**config.mk**
```make
export PLATFORM = sky130hd
export DESIGN_NAME = reset_sequencer_flat
export DESIGN_NICKNAME = d
export VERILOG_FILES = /design/src/rtl/reset_sequencer_if.sv /design/src/rtl/reset_sequencer.sv /design/src/flat_wrapper.sv
export SDC_FILE = /design/constraint.sdc
export NUM_CORES = 1
export LEC_CHECK = 0
export CORE_MARGIN = 2
export CORE_UTILIZATION = 48
export CTS_CLUSTER_SIZE = 10
export DETAILED_ROUTE_END_ITERATION = 6
export GPL_TIMING_DRIVEN = 0
export MAX_ROUTING_LAYER = met4
export PLACE_DENSITY = 0.78
export SKIP_CTS_REPAIR_TIMING = 1
export SLEW_MARGIN = 0
export SYNTH_ARGS = -nofsm -noshare
export SYNTH_HDL_FRONTEND = slang
export SYNTH_SLANG_ARGS = --single-unit
```
**constraint.sdc**
```tcl
create_clock -name clk_12m -period 1.95 [get_ports clk_12m]
set_input_delay 0.39 -clock clk_12m [delete_from_list [all_inputs] [get_ports clk_12m]]
set_output_delay 0.39 -clock clk_12m [all_outputs]
set_load 0.03 [all_outputs]
```
**src/rtl/reset_sequencer_if.sv**
```systemverilog
// Reset-sequencer control/status bundle: lock and soft-reset requests in,
// per-domain resets, ready and last reset cause out.
interface reset_sequencer_if #(
    parameter int N_DOMAINS = 2
) ();
    logic                 pll_locked;
    logic                 soft_rst;
    logic [N_DOMAINS-1:0] rst_out;
    logic                 ready;
    logic [1:0]           rst_cause;

    modport master (
        output pll_locked, soft_rst,
        input  rst_out, ready, rst_cause
    );

    modport slave (
        input  pll_locked, soft_rst,
        output rst_out, ready, rst_cause
    );
endinterface

```
**src/rtl/reset_sequencer.sv**
```systemverilog
// Power-on / lock-loss reset sequencer: holds all domains in reset until the
// clock source is locked, stretches, then releases domains one by one.
module reset_sequencer #(
    parameter int N_DOMAINS      = 2,
    parameter int STRETCH_CYCLES = 128,
    parameter int STAGGER_CYCLES = 16,
    parameter int SYNC_STAGES    = 2
) (
    input  logic               clk_12m,
    input  logic               rst_in_n,
    reset_sequencer_if.slave   bus
);

    localparam int CNT_MAX = (STRETCH_CYCLES > STAGGER_CYCLES) ? STRETCH_CYCLES : STAGGER_CYCLES;
    localparam int CNT_W   = $clog2(CNT_MAX) + 1;

    localparam logic [CNT_W-1:0] STRETCH_LAST = CNT_W'(STRETCH_CYCLES - 1);
    localparam logic [CNT_W-1:0] STAGGER_LAST = CNT_W'(STAGGER_CYCLES - 1);

    localparam logic [1:0] CAUSE_EXT  = 2'b00;
    localparam logic [1:0] CAUSE_LOCK = 2'b01;
    localparam logic [1:0] CAUSE_SOFT = 2'b10;

    typedef enum logic [1:0] {
        ST_HOLD,
        ST_STRETCH,
        ST_RELEASE,
        ST_RUN
    } state_e;

    logic [SYNC_STAGES-1:0] sync_q;
    logic                   locked_s;

    state_e                 state_q,   state_d;
    logic [CNT_W-1:0]       cnt_q,     cnt_d;
    logic [N_DOMAINS-1:0]   rst_out_q, rst_out_d;
    logic                   ready_q,   ready_d;
    logic [1:0]             cause_q,   cause_d;

    logic [N_DOMAINS-1:0]   shifted;
    logic [CNT_W-1:0]       last;

    // NOTE: synchroniser flops take the async reset too, so a stale "locked"
    // can never leak through into the first cycles after reset release.
    always_ff @(posedge clk_12m or negedge rst_in_n) begin
        if (!rst_in_n) begin
            sync_q <= '0;
        end else begin
            sync_q <= {sync_q[SYNC_STAGES-2:0], bus.pll_locked};
        end
    end

    assign locked_s = sync_q[SYNC_STAGES-1];

    // NOTE: every next-state signal gets its default first so no path through
    // the case statement can infer a latch.
    always_comb begin
        state_d   = state_q;
        cnt_d     = cnt_q;
        rst_out_d = rst_out_q;
        ready_d   = ready_q;
        cause_d   = cause_q;
        shifted   = rst_out_q << 1;
        last      = (state_q == ST_STRETCH) ? STRETCH_LAST : STAGGER_LAST;

        case (state_q)
            ST_HOLD: begin
                rst_out_d = '1;
                ready_d   = 1'b0;
                if (locked_s) begin
                    state_d = ST_STRETCH;
                    cnt_d   = '0;
                end
            end
            default: begin
                // Lock loss outranks a simultaneous soft reset request.
                if (!locked_s) begin
                    state_d   = ST_HOLD;
                    cnt_d     = '0;
                    rst_out_d = '1;
                    ready_d   = 1'b0;
                    cause_d   = CAUSE_LOCK;
                end else if (bus.soft_rst) begin
                    state_d   = ST_STRETCH;
                    cnt_d     = '0;
                    rst_out_d = '1;
                    ready_d   = 1'b0;
                    cause_d   = CAUSE_SOFT;
                end else if (state_q == ST_STRETCH || state_q == ST_RELEASE) begin
                    if (cnt_q == last) begin
                        // Shifting a zero in from the bottom releases domains in ascending order.
                        cnt_d     = '0;
                        rst_out_d = shifted;
                        if (shifted == '0) begin
                            state_d = ST_RUN;
                            ready_d = 1'b1;
                        end else begin
                            state_d = ST_RELEASE;
                        end
                    end else begin
                        cnt_d = cnt_q + CNT_W'(1);
                    end
                end
            end
        endcase
    end

    always_ff @(posedge clk_12m or negedge rst_in_n) begin
        if (!rst_in_n) begin
            state_q   <= ST_HOLD;
            cnt_q     <= '0;
            rst_out_q <= '1;
            ready_q   <= 1'b0;
            cause_q   <= CAUSE_EXT;
        end else begin
            state_q   <= state_d;
            cnt_q     <= cnt_d;
            rst_out_q <= rst_out_d;
            ready_q   <= ready_d;
            cause_q   <= cause_d;
        end
    end

    assign bus.rst_out   = rst_out_q;
    assign bus.ready     = ready_q;
    assign bus.rst_cause = cause_q;

endmodule

```
**src/flat_wrapper.sv**
```systemverilog
// flat-port wrapper written by rule: the top's interface ports become plain ports
module reset_sequencer_flat 
#(
    parameter int N_DOMAINS      = 2,
    parameter int STRETCH_CYCLES = 128,
    parameter int STAGGER_CYCLES = 16,
    parameter int SYNC_STAGES    = 2
)
  (clk_12m, rst_in_n, bus_pll_locked, bus_soft_rst, bus_rst_out, bus_ready, bus_rst_cause);
  reset_sequencer_if #(.N_DOMAINS(N_DOMAINS)) bus_i ();
  input  logic clk_12m;
  input  logic rst_in_n;
  input wire logic [$bits(bus_i.pll_locked)-1:0] bus_pll_locked;
  input wire logic [$bits(bus_i.soft_rst)-1:0] bus_soft_rst;
  output wire logic [$bits(bus_i.rst_out)-1:0] bus_rst_out;
  output wire logic [$bits(bus_i.ready)-1:0] bus_ready;
  output wire logic [$bits(bus_i.rst_cause)-1:0] bus_rst_cause;
  assign bus_i.pll_locked = bus_pll_locked;
  assign bus_i.soft_rst = bus_soft_rst;
  assign bus_rst_out = bus_i.rst_out;
  assign bus_ready = bus_i.ready;
  assign bus_rst_cause = bus_i.rst_cause;
  reset_sequencer #(.N_DOMAINS(N_DOMAINS), .STRETCH_CYCLES(STRETCH_CYCLES), .STAGGER_CYCLES(STAGGER_CYCLES), .SYNC_STAGES(SYNC_STAGES)) u_core (.clk_12m(clk_12m), .rst_in_n(rst_in_n), .bus(bus_i));
endmodule
```
==> impl_metrics.yaml <==
run:
  drv_cap: 0
worst_setup_path:
  critPathCaptureType: "flop"
  rr_startpoint: "u_core.state_q[0]"
  startpoint: "u_core.state_q[0]"
  start_kind: "flop"
  r2r_slack_ns: 0.04
  required_ns: 2.18
  cp.arrival_ns: 2.13
  timing.critical_path.to: "u_core.cnt_q[7]"
  worstPathMaxFanout: 6
  r2r_end: "u_core.cnt_q[7]"
  reg2regPathDepth: 7
  crit_type: "flop to flop"
yosys:
  syn_avg_cell_area_um2: 10.6
  syn_area_um2: 866
  synth_nets: 89
  synth_cell_type_count: 31
  ys_seq_area_frac: 0.494
  yosysWarnings: 0
  ys_seq_elements: 17
  synth_cells: 82
routing:
  vias: 665
  drt_iter0_drc: 12
  ant_nets: 0
  wl_per_cell_um: 13.1
  wl_mm: 1.66
  avgViaCountPerCell: 5.28
  drt_pass1_iterations: 4
  drc: 0
  m1WireLength_um: 805
  highest_layer: "met4"
  route.met3.wl_um: 37
  wl_met2_um: 780
global_route:
  antenna_found_initial: 0
  grt_usage: 0.183
  grt_max_degree: 18
  grt_pass1_vias: 589
  grt_first_pass_wirelength_mm: 2.64
  overflow: 0
clock_network:
  cts_tree: "built"
  insertion_delay_ns: 0.29
  cts_buffer_depth: 2
  path_clk_slew_ns: 0.09
  cts_buffers: 3
  root_buffer: "clkbuf_4"
  cts.sinks: 17
  h-tree-depth: 1
timing:
  finClkSkew_ns: 0.000474
  post-route-period-util: 0.978
  finalHoldViolCount: 0
  relSlewSlack: 0.507
  setup_viol: 0
  worst_slew_pin_slew_ns: 0.738
  maxClockFrequency_ghz: 0.524
  drv_slew: 0
  holdWs_ns: 0.362
  post-route-min-period_ns: 1.91
  tns_ns: 0
placed_design:
  place_congestion: 0.785
  place_inst: 115
  place_area_um2: 977
  dpl.hpwl_mm: 1.13
  numPortBuffers: 8
finish:
  syn_to_final_growth_pct: 24.9
  diodes: 0
  fin_area_mm2: 0.00108
  fillCellCount: 139
  nets: 109
  drive_gt1_frac: 0.257
  final-instance-count-excl-fill: 126
floorplan:
  die_x_um: 46.5
  design.core.area_mm2: 0.00171
  die_y_um: 46.5
  pin_count: 9
  dieArea_mm2: 0.00216
  start_util: 0.507
  fp-row-count: 15
pwr:
  power.total_uw: 785
  p_leak_nw: 0.446
  power.density_mw_per_mm2: 726
  peakVddDrop_v: 0.000656
outcome:
  status: "finished clean"
hold_path:
  hold_path_class: "flop to flop"
-- metrics by stage --
step                       util  worst slack (ns)
final                     0.633            0.0423
after global routing      0.633           -0.0552
after CTS                 0.588            -0.102
after detailed placement  0.572            -0.168
after global placement    0.572            -0.171
after floorplan               -            0.0439
-- worst min-delay path by stage --
| stage | startpoint | to | slack [ns] | depth (start not counted) |
|---|---|---|---|---|
| 4_1_cts | u_core.sync_q[0] | u_core.sync_q[1] | 0.37 | 0 |
| 3_5_place_dp | u_core.sync_q[0] | u_core.sync_q[1] | 0.35 | 0 |
| 3_3_place_gp | u_core.sync_q[0] | u_core.sync_q[1] | 0.33 | 0 |
| 6_report | u_core.sync_q[0] | u_core.sync_q[1] | 0.36 | 0 |
| 5_1_grt | u_core.sync_q[0] | u_core.sync_q[1] | 0.37 | 0 |
| 2_1_floorplan | rst_in_n | u_core.bus.ready | 0.09 | 0 |
-- where the power goes --
part	internal (mW)	switching, mW	total (mW)	leakage, nW
clock network	0.0763	0.110	0.186	0.0177
registers	0.374	0.0185	0.392	0.218
logic	0.105	0.102	0.207	0.210
total	0.555	0.230	0.785	0.446
-- layout by cell type (no fill, tap or decap), drive strengths merged, types with 4 or more instances in the layout --
cell and instances:
nand2 8, buf 8, clkdlybuf4s50 7, a21oi 5, nor3 4, nor2 9
nor4 4, xnor2 5, dfrtp 15
-- critical path, stage by stage (launching register included) --
cell and delay, ns:
dfrtp_1 0.44, inv_2 0.07, ha_4 0.16, buf_6 0.12, nor2b_4 0.14, or2_4 0.25
or4_4 0.54, a21oi_2 0.12
-- layout make-up --
class / instances / area [um^2] / area share
Clock buffer: 3 / 22.5 / 0.0208
Timing Repair Buffer: 15 / 135 / 0.125
Sequential cell: 17 / 428 / 0.396
Inverter: 3 / 11.3 / 0.0104
Tap cell: 25 / 31.3 / 0.0289
Clock inverter: 1 / 5.00 / 0.00463
Buffer: 1 / 11.3 / 0.0104
Multi-Input combinational cell: 61 / 437 / 0.404
-- registers in the layout, summed over array words and instances (netlist names) --
signal / flops
u_core.bus.ready: 1
u_core.bus.rst_out: 2
u_core.state_q: 2
u_core.cnt_q: 8
u_core.sync_q: 2
u_core.bus.rst_cause: 2
-- cells by family (layout without fill, tap and decap cells) --
kind of cell,count (synthesis),in the layout,synth area share
AOI/OAI and AO/OA,13,13,0.0983
DFF,17,17,0.494
adders and majority gates,3,3,0.0434
buffers and inverters,4,23,0.0260
xor gates and xnor gates,6,6,0.0607
and+or+nand+nor,39,39,0.277
-- Yosys cell counts --
| cell type | number | share of area |
|---|---|---|
| and4b_1 | 1 | 0.012 |
| xor2_1 | 1 | 0.010 |
| buf_6 | 1 | 0.013 |
| nor4b_4 | 1 | 0.027 |
| nor2_1 | 9 | 0.039 |
| nand4_1 | 1 | 0.0072 |
| o211ai_1 | 1 | 0.0087 |
| o21a_1 | 1 | 0.0087 |
| o22a_2 | 1 | 0.012 |
| or2_4 | 1 | 0.010 |
| o21ai_0 | 1 | 0.0058 |
| nand3_1 | 3 | 0.017 |
| ha_1 | 3 | 0.043 |
| or4_4 | 1 | 0.013 |
| nor2b_4 | 1 | 0.016 |
| nor4_1 | 4 | 0.029 |
| nor4b_1 | 1 | 0.010 |
| dfstp_2 | 2 | 0.061 |
| and2b_2 | 1 | 0.010 |
| or3b_2 | 1 | 0.010 |
| nor3b_1 | 1 | 0.0087 |
| o22ai_1 | 3 | 0.022 |
| inv_1 | 3 | 0.013 |
| dfrtp_1 | 15 | 0.43 |
| xnor2_1 | 5 | 0.051 |
| nor3_1 | 4 | 0.023 |
| a21oi_2 | 1 | 0.010 |
| a21oi_1 | 4 | 0.023 |
| o31ai_1 | 1 | 0.0087 |
| and4_1 | 1 | 0.010 |
| nand2_1 | 8 | 0.035 |
-- layer usage --
metal,GRT usage,vias up
li1,-,338
met1,0.244,309
met2,0.275,14
met3,0.0235,4
met4,0.0857,0
met5,-,-
No activity file was read; power rests on OpenSTA's default activity.
